### config.mk
export PLATFORM = sky130hd
export DESIGN_NAME = serial_tx_arbiter
export DESIGN_NICKNAME = d
export VERILOG_FILES = /design/src/rtl/serial_tx_pkg.sv /design/src/rtl/rr_arbiter.sv /design/src/rtl/serial_tx_arbiter.sv
export SDC_FILE = /design/constraint.sdc
export NUM_CORES = 1
export LEC_CHECK = 0
export ABC_AREA = 1
export CORE_MARGIN = 1.5
export CORE_UTILIZATION = 45
export DETAILED_ROUTE_END_ITERATION = 10
export GPL_TIMING_DRIVEN = 0
export PLACE_DENSITY = 0.86
export SLEW_MARGIN = 10
export SYNTH_ARGS = -nofsm -noshare
export SYNTH_HDL_FRONTEND = slang
export SYNTH_HIERARCHICAL = 1
export SYNTH_SLANG_ARGS = --single-unit
### constraint.sdc
create_clock -name clk -period 2.7 [get_ports clk]
set_input_delay 0.405 -clock clk [delete_from_list [all_inputs] [get_ports clk]]
set_output_delay 0.405 -clock clk [all_outputs]
set_load 0.1 [all_outputs]
### src/rtl/serial_tx_pkg.sv
// Shared types and constants for the serial transmit arbiter.
// Frame format: start bit, 8 data bits LSB first, stop bit.
package serial_tx_pkg;

    typedef enum logic [2:0] {
        ST_IDLE,
        ST_START,
        ST_DATA,
        ST_STOP,
        ST_GAP
    } tx_state_e;

    localparam int   DATA_BITS   = 8;
    localparam logic START_LEVEL = 1'b0;
    localparam logic STOP_LEVEL  = 1'b1;

endpackage

### src/rtl/rr_arbiter.sv
// Round-robin grant selection: the search starts one past the last grant and wraps.
// Purely combinational; the caller owns the last-grant register.
module rr_arbiter #(
    parameter int NREQ = 4
) (
    input  logic [NREQ-1:0]         req,
    input  logic [$clog2(NREQ)-1:0] last_grant,
    output logic [NREQ-1:0]         grant
);

    localparam int IDW = $clog2(NREQ);

    logic [IDW:0]   idx_wide;
    logic [IDW-1:0] idx;
    logic           found;

    // The sum never exceeds 2*NREQ-1, so a single conditional subtract is the modulo.
    always_comb begin
        grant    = '0;
        found    = 1'b0;
        idx_wide = '0;
        idx      = '0;
        for (int off = 1; off <= NREQ; off++) begin
            idx_wide = {1'b0, last_grant} + (IDW+1)'(off);
            if (idx_wide >= (IDW+1)'(NREQ)) begin
                idx_wide = idx_wide - (IDW+1)'(NREQ);
            end
            idx = idx_wide[IDW-1:0];
            if (!found && req[idx]) begin
                grant[idx] = 1'b1;
                found      = 1'b1;
            end
        end
    end

endmodule

### src/rtl/serial_tx_arbiter.sv
// Serializes bytes from NREQ requesters onto one line, picked round-robin,
// with GAP idle cycles after each stop bit.
module serial_tx_arbiter
    import serial_tx_pkg::*;
#(
    parameter int NREQ = 4,
    parameter int GAP  = 1
) (
    input  logic                    clk,
    input  logic                    reset,
    input  logic [NREQ-1:0]         req_valid,
    input  logic [NREQ*8-1:0]       req_data,
    output logic [NREQ-1:0]         req_ready,
    output logic                    tx_out,
    output logic                    busy,
    output logic [$clog2(NREQ)-1:0] grant_id,
    output logic                    frame_done
);

    localparam int IDW = $clog2(NREQ);

    tx_state_e      state_q, state_d;
    logic [7:0]     shift_q, shift_d;
    logic [2:0]     bit_cnt_q, bit_cnt_d;
    logic [3:0]     gap_cnt_q, gap_cnt_d;
    logic [IDW-1:0] grant_id_q, grant_id_d;
    logic [IDW-1:0] last_grant_q, last_grant_d;

    logic [NREQ-1:0] grant;
    logic [IDW-1:0]  win_idx;
    logic [7:0]      win_byte;

    rr_arbiter #(.NREQ(NREQ)) u_rr (
        .req        (req_valid),
        .last_grant (last_grant_q),
        .grant      (grant)
    );

    always_comb begin
        win_idx  = '0;
        win_byte = '0;
        for (int i = 0; i < NREQ; i++) begin
            if (grant[i]) begin
                win_idx  = IDW'(i);
                win_byte = req_data[8*i +: 8];
            end
        end
    end

    always_ff @(posedge clk) begin
        if (reset) begin
            state_q      <= ST_IDLE;
            shift_q      <= '0;
            bit_cnt_q    <= '0;
            gap_cnt_q    <= '0;
            grant_id_q   <= '0;
            last_grant_q <= IDW'(NREQ-1);
        end else begin
            state_q      <= state_d;
            shift_q      <= shift_d;
            bit_cnt_q    <= bit_cnt_d;
            gap_cnt_q    <= gap_cnt_d;
            grant_id_q   <= grant_id_d;
            last_grant_q <= last_grant_d;
        end
    end

    always_comb begin
        state_d      = state_q;
        shift_d      = shift_q;
        bit_cnt_d    = bit_cnt_q;
        gap_cnt_d    = gap_cnt_q;
        grant_id_d   = grant_id_q;
        last_grant_d = last_grant_q;
        req_ready    = '0;
        tx_out       = STOP_LEVEL;
        frame_done   = 1'b0;

        case (state_q)
            ST_IDLE: begin
                // Ready is suppressed during reset so no handshake is lost to it.
                if (|req_valid && !reset) begin
                    req_ready    = grant;
                    state_d      = ST_START;
                    shift_d      = win_byte;
                    grant_id_d   = win_idx;
                    last_grant_d = win_idx;
                end
            end
            ST_START: begin
                tx_out    = START_LEVEL;
                bit_cnt_d = '0;
                state_d   = ST_DATA;
            end
            ST_DATA: begin
                tx_out    = shift_q[0];
                shift_d   = shift_q >> 1;
                bit_cnt_d = bit_cnt_q + 3'd1;
                if (bit_cnt_q == 3'(DATA_BITS-1)) begin
                    state_d = ST_STOP;
                end
            end
            ST_STOP: begin
                tx_out     = STOP_LEVEL;
                frame_done = 1'b1;
                gap_cnt_d  = '0;
                state_d    = (GAP > 0) ? ST_GAP : ST_IDLE;
            end
            ST_GAP: begin
                gap_cnt_d = gap_cnt_q + 4'd1;
                if (gap_cnt_q == 4'(GAP-1)) begin
                    state_d = ST_IDLE;
                end
            end
            default: state_d = ST_IDLE;
        endcase
    end

    assign busy     = (state_q != ST_IDLE);
    assign grant_id = grant_id_q;

endmodule

Yosys cells after proc, flatten, opt, wreduce, memory -nomap -nowiden
Cells that the tools add are included.
- register bits: 22
- input bits: 38
- output and inout bits: 9
- logic and storage cells: 107
- $add $sub $neg: 10
- order comparisons: 12
- eq/ne operators: 8
- muxes and demuxes: 46
- bitwise gates (word level): 3
- reductions and logical operators: 22
- operator list (kind ; count):
    8-bit two-way mux ; 5
    4-bit two-way mux ; 6
    8-bit case mux with 2 select lines ; 1
    3-bit case mux with 5 select lines ; 1
    1-bit two-way mux ; 13
    3-bit greater-or-equal comparator, second input constant ; 4
    2-bit by 3-bit < comparator with 1-bit output, second input constant ; 4
    2-bit two-way mux ; 6
    4-bit bitwise OR ; 3
    3-bit two-way mux ; 3
    1-bit binary-select mux with 2-bit select ; 4
    1-bit demux with 2-bit select ; 4
    2-bit by 1-bit greater-or-equal comparator with 1-bit output, second input constant ; 4
    1-bit logical AND ; 8
    4-bit case mux with 2 select lines ; 1
    2-bit by 1-bit subtractor with 2-bit output, second input constant ; 4
    2-bit by 2-bit adder with 3-bit output, second input constant ; 2
    3-bit by 2-bit equality test with 1-bit output, second input constant ; 2
    3-bit equality test, second input constant ; 2
    2-bit inequality test, second input constant ; 3
    3-bit case mux with 2 select lines ; 1
    2-bit nonzero test ; 3
    4-bit by 1-bit adder with 4-bit output, second input constant ; 1
    1-bit zero test ; 4
    other kinds (11) ; 12

Longest topological paths before layout
Gate-level depths: netlist (run 1).
- depth after elaboration: 21
- mapped depth: 19
- gate-level depth less buffers: 18

Modules after synthesis
Netlist (run 1), hierarchy kept.
- modules (own cells, without submodules) (module ; times used ; cells each ; area each (um^2) ; sequential area each (um^2)):
    serial_tx_arbiter ; 1 ; 217 ; 1367.6 ; 440.4
    rr_arbiter ; 1 ; 75 ; 421.7 ; 0.0

Worst setup path before layout (run 1)
No wires, ideal clock.
- kind: register -> output
- from: register last_grant_q[0]
- to: output port req_ready[1]
- arrival time: 3.200 ns
- required time: 2.295 ns
- slack: -0.905 ns
- cell stages (with the launch flop): 14
- buffers on the path: 2
- cell sequence: dfxtp_1 > inv_2 > ha_1 > inv_1 > nand3_2 > nand2_4 > nand2_4 > nor2_4 > nand2_1 > nand3_1 > buf_4 > inv_1 > buf_2 > nor2_1
- cells in the longest elaborated chain, start to end: 17
- elaborated cells on any way between the ends: 62
- those cells by class: add/sub: 8; order compare: 12; mux: 29; bitwise: 3; reduce/logical: 10
- RTL lines (element ; line ; source):
    from (decl) ; serial_tx_arbiter.sv:27 ; logic [IDW-1:0] last_grant_q, last_grant_d;
    from (signal assigned) ; serial_tx_arbiter.sv:57 ; last_grant_q <= IDW'(NREQ-1);
    from (signal assigned) ; serial_tx_arbiter.sv:64 ; last_grant_q <= last_grant_d;
    parallel branches: the longest is 14 deep, another holds 2-bit by 1-bit adder with 3-bit output ; -- ;
    4-bit two-way mux (*) ; rr_arbiter.sv:29 ; if (!found && req[idx]) begin
    net grant[1] ; serial_tx_arbiter.sv:29 ; logic [NREQ-1:0] grant;
    4-bit two-way mux (*) ; serial_tx_arbiter.sv:82 ; if (|req_valid && !reset) begin
    4-bit two-way mux (*) ; serial_tx_arbiter.sv:79 ; case (state_q)
    to (decl) ; serial_tx_arbiter.sv:13 ; output logic [NREQ-1:0] req_ready,
Mark *: on every way through the listed nets, which the timed path passes. The select of a mux whose other input is x is not followed.

Worst setup path in the final report (run 1)
- from: register last_grant_q[0]
- to: output port req_ready[0]
Same word-level chain as after synthesis.

==> impl_metrics.json, run 1 <==
{
  "min_to": "bit_cnt_q[2]$_SDFFE_PP0P_",
  "crit_required_ps": 2300,
  "cp.arrival_ps": 2190,
  "pwr-share-seq_pct": 15.2,
  "timing.final.crit_share_pct": 96.24,
  "grt_usage_pct": 20.49,
  "tightest_slew_ps": 971.6,
  "clock-root-buffer": "clkbuf_8",
  "p_clk_share_pct": 7.1,
  "ys_types": 25,
  "htreeDepth": 1,
  "holdWs_ps": 471.1,
  "reg2reg_from": "last_grant_q[0]$_SDFFE_PP1P_",
  "yosys.area.top_type": "dfxtp_1",
  "status": "complete, no violations",
  "grt_overflow": 0,
  "synthTopCellsByArea": "dfxtp_1 (25%), nand2_1 (20%), nand3_1 (13%), ha_1 (8.4%), nor2_1 (6.5%)",
  "drv_cap": 0,
  "setup_violations": 0,
  "routabilityCongestion": 0.7909,
  "ant_nets": 0,
  "startpoint_type": "flop",
  "syn_to_final_growth_pct": 42.45,
  "cts.clk_slew.worst_paths_ps": 70,
  "cp_slowest_cell": "dfxtp_4",
  "fin_worst_skew_ps": 1.337,
  "yosys_warnings": 6,
  "hpwlAfterDp_um": 3366,
  "tritoncts": "yes",
  "antenna_cells": 0,
  "synth_area_per_cell_um2": 6.127,
  "boundaryPins": 47,
  "finalPower_mw": 3.270,
  "worst_skew_pair.late_latency_ps": 260,
  "cp.buffers_inverters": 5,
  "vias": 2005,
  "crit_type": "reg -> out",
  "start_util_pct": 47.79,
  "instances_no_fill": 398,
  "maxSlewHeadroom_pct": 35.02,
  "first_iter_violations": 125,
  "p_sw_mw": 1.767,
  "drc": 0,
  "fillers": 315,
  "via_per_inst": 5.038,
  "ir_worst_vdd_uv": 582.3,
  "fp.dieH_um": 66.06,
  "dp.cells": 386,
  "combPwrFrac_pct": 77.7,
  "r2r_cells": 17,
  "power_density_mw_per_mm2": 1283,
  "cp_cell_sequence": "inv_8 -> ha_4 -> inv_2 -> nand3_4 -> nand2_4 -> nand2_4 -> nor2_4 -> nand2_1 -> nand3_1 -> buf_2 -> inv_1 -> nor2_4 -> buf_6",
  "switching_share_pct": 54.03,
  "synth.net_count": 342,
  "max_freq_ghz": 0.3848,
  "die_area_mm2": 0.004363,
  "leakagePower_nw": 1.231,
  "cts.sink_count": 22,
  "ys_ff_latch": 22,
  "reg2reg_to": "shift_q[2]$_SDFFE_PP0P_",
  "final_max_slew_viol_count": 0,
  "wl_per_cell_um": 11.70,
  "cts_buffers": 3,
  "r2r_slack_ps": 310,
  "final_nets": 401,
  "wl_um": 4657,
  "rows": 22,
  "critPathCaptureType": "output pin",
  "critPathTopFamily": "simple AND/OR/NAND/NOR gates",
  "cp_max_fo": 10,
  "synth_area_mm2": 0.001789,
  "critPathMaxStageDelay_ps": 390,
  "p_int_mw": 1.503,
  "clk_path_buf_depth": 2,
  "hp-start": "bit_cnt_q[2]$_SDFFE_PP0P_",
  "layout_min_cycle_time_ps": 2599,
  "coreArea_mm2": 0.003744,
  "hold_class": "reg -> reg",
  "drive_gt1_share_pct": 17.14,
  "syn_inst": 292,
  "drt_pass1_iterations": 4,
  "antenna_found_initial": 0,
  "hold_path_depth": 2,
  "grt_first_pass_wirelength_um": 7065,
  "portBuffers": 46,
  "grt_pass1_vias": 1724,
  "yosys.area.top_type_share_pct": 24.62,
  "grt_max_degree": 17,
  "postCtsHoldBufs": 0,
  "seq_area_frac_synth_pct": 24.62,
  "hold_viol": 0,
  "die_w_um": 66.06
}
[cell usage in the layout, fill, tap and decap left out, types with 2 or more instances in the layout]
| master | n |
|---|---|
| buf_4 | 10 |
| nor2_1 | 27 |
| clkbuf_8 | 4 |
| inv_1 | 24 |
| inv_2 | 2 |
| dfxtp_4 | 2 |
| nand2_4 | 3 |
| a21oi_1 | 17 |
| ha_1 | 11 |
| or2_2 | 7 |
| nand3_1 | 44 |
| buf_12 | 2 |
| dlygate4sd2_1 | 2 |
| inv_4 | 2 |
| nor2_4 | 7 |
| nand2_2 | 6 |
| buf_6 | 5 |
| clkbuf_1 | 3 |
| nand3_2 | 2 |
| nand3_4 | 2 |
| dlymetal6s2s_1 | 3 |
| a211oi_1 | 2 |
| nand2_1 | 91 |
| o21ai_0 | 7 |
| dfxtp_1 | 20 |
| clkdlybuf4s50_1 | 37 |
[registers in the layout, indices dropped and copies added (netlist names)]
register,cells
bit_cnt_q,3
gap_cnt_q,4
grant_id,2
last_grant_q,2
shift_q,8
state_q,3
[through the flow]
stage | cell area, µm² | setup WS [ps] | TNS, ps | util, %
2_1_floorplan | 1821 | -54.67 | -54.67 | -
3_3_place_gp | 2341 | -1026 | -3868 | 62.53
3_5_place_dp | 2341 | -1068 | -4247 | 62.53
4_1_cts | 2460 | 13.40 | 0 | 65.71
5_1_grt | 2549 | -10.48 | -10.48 | 68.08
6_report | 2549 | 101.5 | 0 | 68.08
[cell families (layout without fill, tap and decap cells)]
kind of cell	count (synthesis)	after routing	share of synthesized area, %
simple gates	190	190	48.53
buf+inv	39	97	9.371
compound gates	29	29	9.091
flops	22	22	24.62
fa+ha+maj	12	12	8.391
[worst reg2reg max path: cells and delay by family (launching register included)]
| family | cells | cell delay (ps) |
|---|---|---|
| and+or+nand+nor | 10 | 1010 |
| buffers and inverters | 6 | 620 |
| DFF | 1 | 390 |
| adders and majority gates | 1 | 250 |
[synth_stat cells (all sizes together)]
cell type    n
a211oi       2
a21oi       18
buf          6
clkbuf       3
dfxtp       22
ha          12
inv         30
nand2      100
nand3       48
nor2        35
o2111ai      1
o211a        1
o21ai        7
or2          7
[worst max path at each step]
stage | start | to | slack [ps] | cells past startpoint
finish | last_grant_q[0]$_SDFFE_PP1P_ | req_ready[0] | 100 | 13
global route | last_grant_q[0]$_SDFFE_PP1P_ | req_ready[0] | -10 | 13
CTS | last_grant_q[0]$_SDFFE_PP1P_ | req_ready[1] | 10 | 14
detailed placement | last_grant_q[1]$_SDFFE_PP1P_ | req_ready[3] | -1070 | 13
global placement | last_grant_q[1]$_SDFFE_PP1P_ | req_ready[3] | -1030 | 13
floorplan | last_grant_q[1]$_SDFFE_PP1P_ | req_ready[1] | -50 | 13
[what timing repair did]
action,in CTS,in global routing
setup buffers,3,6
resized for setup,42,15
endpoints found under the hold margin,0,0
pin swaps,2,2
endpoints found under the setup margin,13,4
[power by group through the flow]
stage / combinational (mW) / clock (mW) / sequential, mW
finish: 2.54 / 0.233 / 0.497
global route: 2.76 / 0.252 / 0.511
CTS: 2.28 / 0.242 / 0.492
detailed placement: 2.15 / 0 / 0.518
global placement: 2.11 / 0 / 0.517
floorplan: 1.64 / 0 / 0.593
[area by class of cell]
cell class | instances | area (µm²) | share of cell area, %
buffer | 8 | 57.56 | 2.258
clock buffer | 4 | 55.05 | 2.160
inverter | 30 | 128.9 | 5.056
multi-input combinational | 231 | 1244 | 48.80
sequential | 22 | 447.9 | 17.57
tap | 48 | 60.06 | 2.356
timing repair buffer | 55 | 555.5 | 21.80
[layer usage]
| layer | track usage [%] | routed length [µm] |
|---|---|---|
| met5 | 0 | 0 |
| met4 | 8.418 | 104 |
| met3 | 2.726 | 239 |
| met2 | 35.23 | 2132 |
| met1 | 25.68 | 2181 |
No activity file was read; power rests on OpenSTA's default activity.
==> run 2: changes to the inputs <==
--- a/config.mk
+++ b/config.mk
@@ -7,10 +7,11 @@
 export LEC_CHECK = 0
 export ABC_AREA = 1
 export CORE_MARGIN = 1.5
-export CORE_UTILIZATION = 45
+export CORE_UTILIZATION = 44
+export CTS_BUF_LIST = sky130_fd_sc_hd__clkbuf_16
 export DETAILED_ROUTE_END_ITERATION = 10
 export GPL_TIMING_DRIVEN = 0
-export PLACE_DENSITY = 0.86
+export PLACE_DENSITY = 0.87
 export SLEW_MARGIN = 10
 export SYNTH_ARGS = -nofsm -noshare
 export SYNTH_HDL_FRONTEND = slang
==> constraint.sdc (replaced) <==
create_clock -name clk -period 2.39 [get_ports clk]
set_input_delay 0.3585 -clock clk [delete_from_list [all_inputs] [get_ports clk]]
set_output_delay 0.3585 -clock clk [all_outputs]
set_load 0.1 [all_outputs]
==> impl_metrics.json, run 2 (synthesis results as in run 1) <==
{
  "largest_register": "shift_q",
  "stdcell_area_mm2": 0.002683,
  "maxSlewHeadroom_pct": 35.65,
  "layout_min_cycle_time_ps": 2378,
  "final_common_cell": "nand2_1",
  "timing.final.crit_share_pct": 99.49,
  "hold_viol": 0,
  "p_int_mw": 1.921,
  "tightest_slew_ps": 962.3,
  "cts.clk_slew.worst_paths_ps": 60,
  "power_density_mw_per_mm2": 1528,
  "leakagePower_nw": 1.291,
  "largestRegisters": "shift_q x8, gap_cnt_q x4",
  "htreeDepth": 1,
  "ir_worst_vdd_uv": 614.9,
  "largest_reg_flops": 8,
  "grt_max_degree": 16,
  "p_sw_mw": 2.177,
  "max_freq_ghz": 0.4206,
  "final_nets": 408,
  "multiInputGateArea_mm2": 0.001275,
  "status": "complete, no violations",
  "hpwlAfterDp_um": 3416,
  "wl_um": 5172,
  "grt_first_pass_wirelength_um": 7824,
  "syn_to_final_growth_pct": 49.93,
  "fillers": 283,
  "drv_cap": 0,
  "antenna_cells": 0,
  "ant_nets": 0,
  "p_clk_share_pct": 8.5,
  "clk_path_buf_depth": 2,
  "grt_usage_pct": 22.50,
  "regArea_um2": 447.9,
  "grt_pass1_vias": 1846,
  "fin_worst_skew_ps": 1.823,
  "tritoncts": "yes",
  "pwr-share-seq_pct": 13.9,
  "wl_per_cell_um": 12.77,
  "startpoint_type": "flop",
  "antenna_found_initial": 0,
  "crit_type": "reg -> out",
  "coreArea_mm2": 0.003771,
  "die_w_um": 66.77,
  "crit_required_ps": 2030,
  "boundaryPins": 47,
  "first_iter_violations": 133,
  "portBuffers": 46,
  "drt_pass1_iterations": 4,
  "switching_share_pct": 53.12,
  "routabilityCongestion": 0.7929,
  "grt_overflow": 0,
  "cp_max_fo": 5,
  "drive_gt1_share_pct": 21.01,
  "via_per_inst": 5.091,
  "setup_violations": 0,
  "final_max_slew_viol_count": 0,
  "rows": 22,
  "die_area_mm2": 0.004458,
  "cts.sink_count": 22,
  "combPwrFrac_pct": 77.6,
  "cp.arrival_ps": 2020,
  "layout_common_cells": "nand2_1 (90), nand3_1 (41), clkdlybuf4s50_1 (35), nor2_1 (26), inv_1 (23)",
  "vias": 2062,
  "placed_area_mm2": 0.002381,
  "drc": 0,
  "cts_buffers": 3,
  "hold_class": "reg -> reg",
  "worst_skew_pair.late_latency_ps": 250,
  "clock-root-buffer": "clkbuf_16",
  "rsz0062_at_grt": "yes",
  "critPathCaptureType": "output pin",
  "finalPower_mw": 4.099,
  "fp.dieH_um": 66.77,
  "start_util_pct": 47.45
}
run 2: changes by cell type in the layout (fill, tap and decap cells not counted), moves of 3 or more:
| cell | before | now |
|---|---|---|
| clkbuf_16 | 0 | 3 |
| nand3_1 | 44 | 41 |
| clkbuf_8 | 4 | 0 |
| buf_4 | 10 | 18 |
| dlygate4sd2_1 | 2 | 5 |
run 2: power groups by stage:
stage	logic [mW]	clock network, mW	registers [mW]
2_1_floorplan	1.92	0	0.686
3_3_place_gp	2.46	0	0.603
3_5_place_dp	2.51	0	0.607
4_1_cts	2.90	0.356	0.567
5_1_grt	3.41	0.371	0.580
6_report	3.18	0.349	0.569
run 2: routing by layer:
layer	GRT usage, %	wire length [µm]	share of wire [%]	vias to the layer above
met1	27.81	2204	43	926
met2	39.50	2555	49	59
li1	-	-	-	1064
met5	0	0	0	-
met4	7.908	104	2.0	0
met3	3.209	308	6.0	13
run 2: worst max-delay path, cell delays in order, from the launching register on:
cell	delay, ps
dfxtp_4	370
inv_8	40
ha_4	250
inv_4	70
nand3_4	80
nand2_4	110
nand2_4	60
nor2_4	110
nand2_1	70
nand3_1	80
buf_6	110
clkinvlp_4	100
nor2_4	120
buf_12	180
run 2: worst paths after layout:
check	start	to	slack, ps	depth (start not counted)
setup reg to reg	last_grant_q[0]$_SDFFE_PP1P_	shift_q[1]$_SDFFE_PP0P_	80	16
hold / removal	bit_cnt_q[0]$_SDFFE_PP0P_	bit_cnt_q[0]$_SDFFE_PP0P_	460	1
hold reg to reg	bit_cnt_q[0]$_SDFFE_PP0P_	bit_cnt_q[0]$_SDFFE_PP0P_	460	1
setup / recovery	last_grant_q[0]$_SDFFE_PP1P_	req_ready[1]	10	13
run 2: final cells by class:
type,instances,area share [%]
multi-input cells,231,47.53
flip-flops and latches,22,16.70
well taps,48,2.239
plain buffers,7,1.959
clock buffers,3,2.799
clock inverters,1,0.1399
inverters,30,5.317
repair buffers,63,23.32
run 2: repair_timing:
item	in CTS	in global routing
buffers inserted	11	6
gates resized for setup	57	9
pin swaps	6	13
endpoints found under the setup margin	8	12
hold buffers	0	0
run 2: through the flow:
| step | hold slack (ps) | worst slack, ps | instances | TNS, ps | utilization [%] |
|---|---|---|---|---|---|
| after detailed placement | 458.0 | -1173 | 386 | -5970 | 63.14 |
| after global routing | 492.1 | -71.03 | 405 | -391.4 | 71.13 |
| after global placement | 444.1 | -1122 | 386 | -5077 | 63.14 |
| after CTS | 465.1 | -3.147 | 399 | -3.147 | 69.08 |
| after floorplan | 428.6 | -0.3233 | 292 | -0.3233 | - |
| final | 463.5 | 12.28 | 405 | 0 | 71.13 |
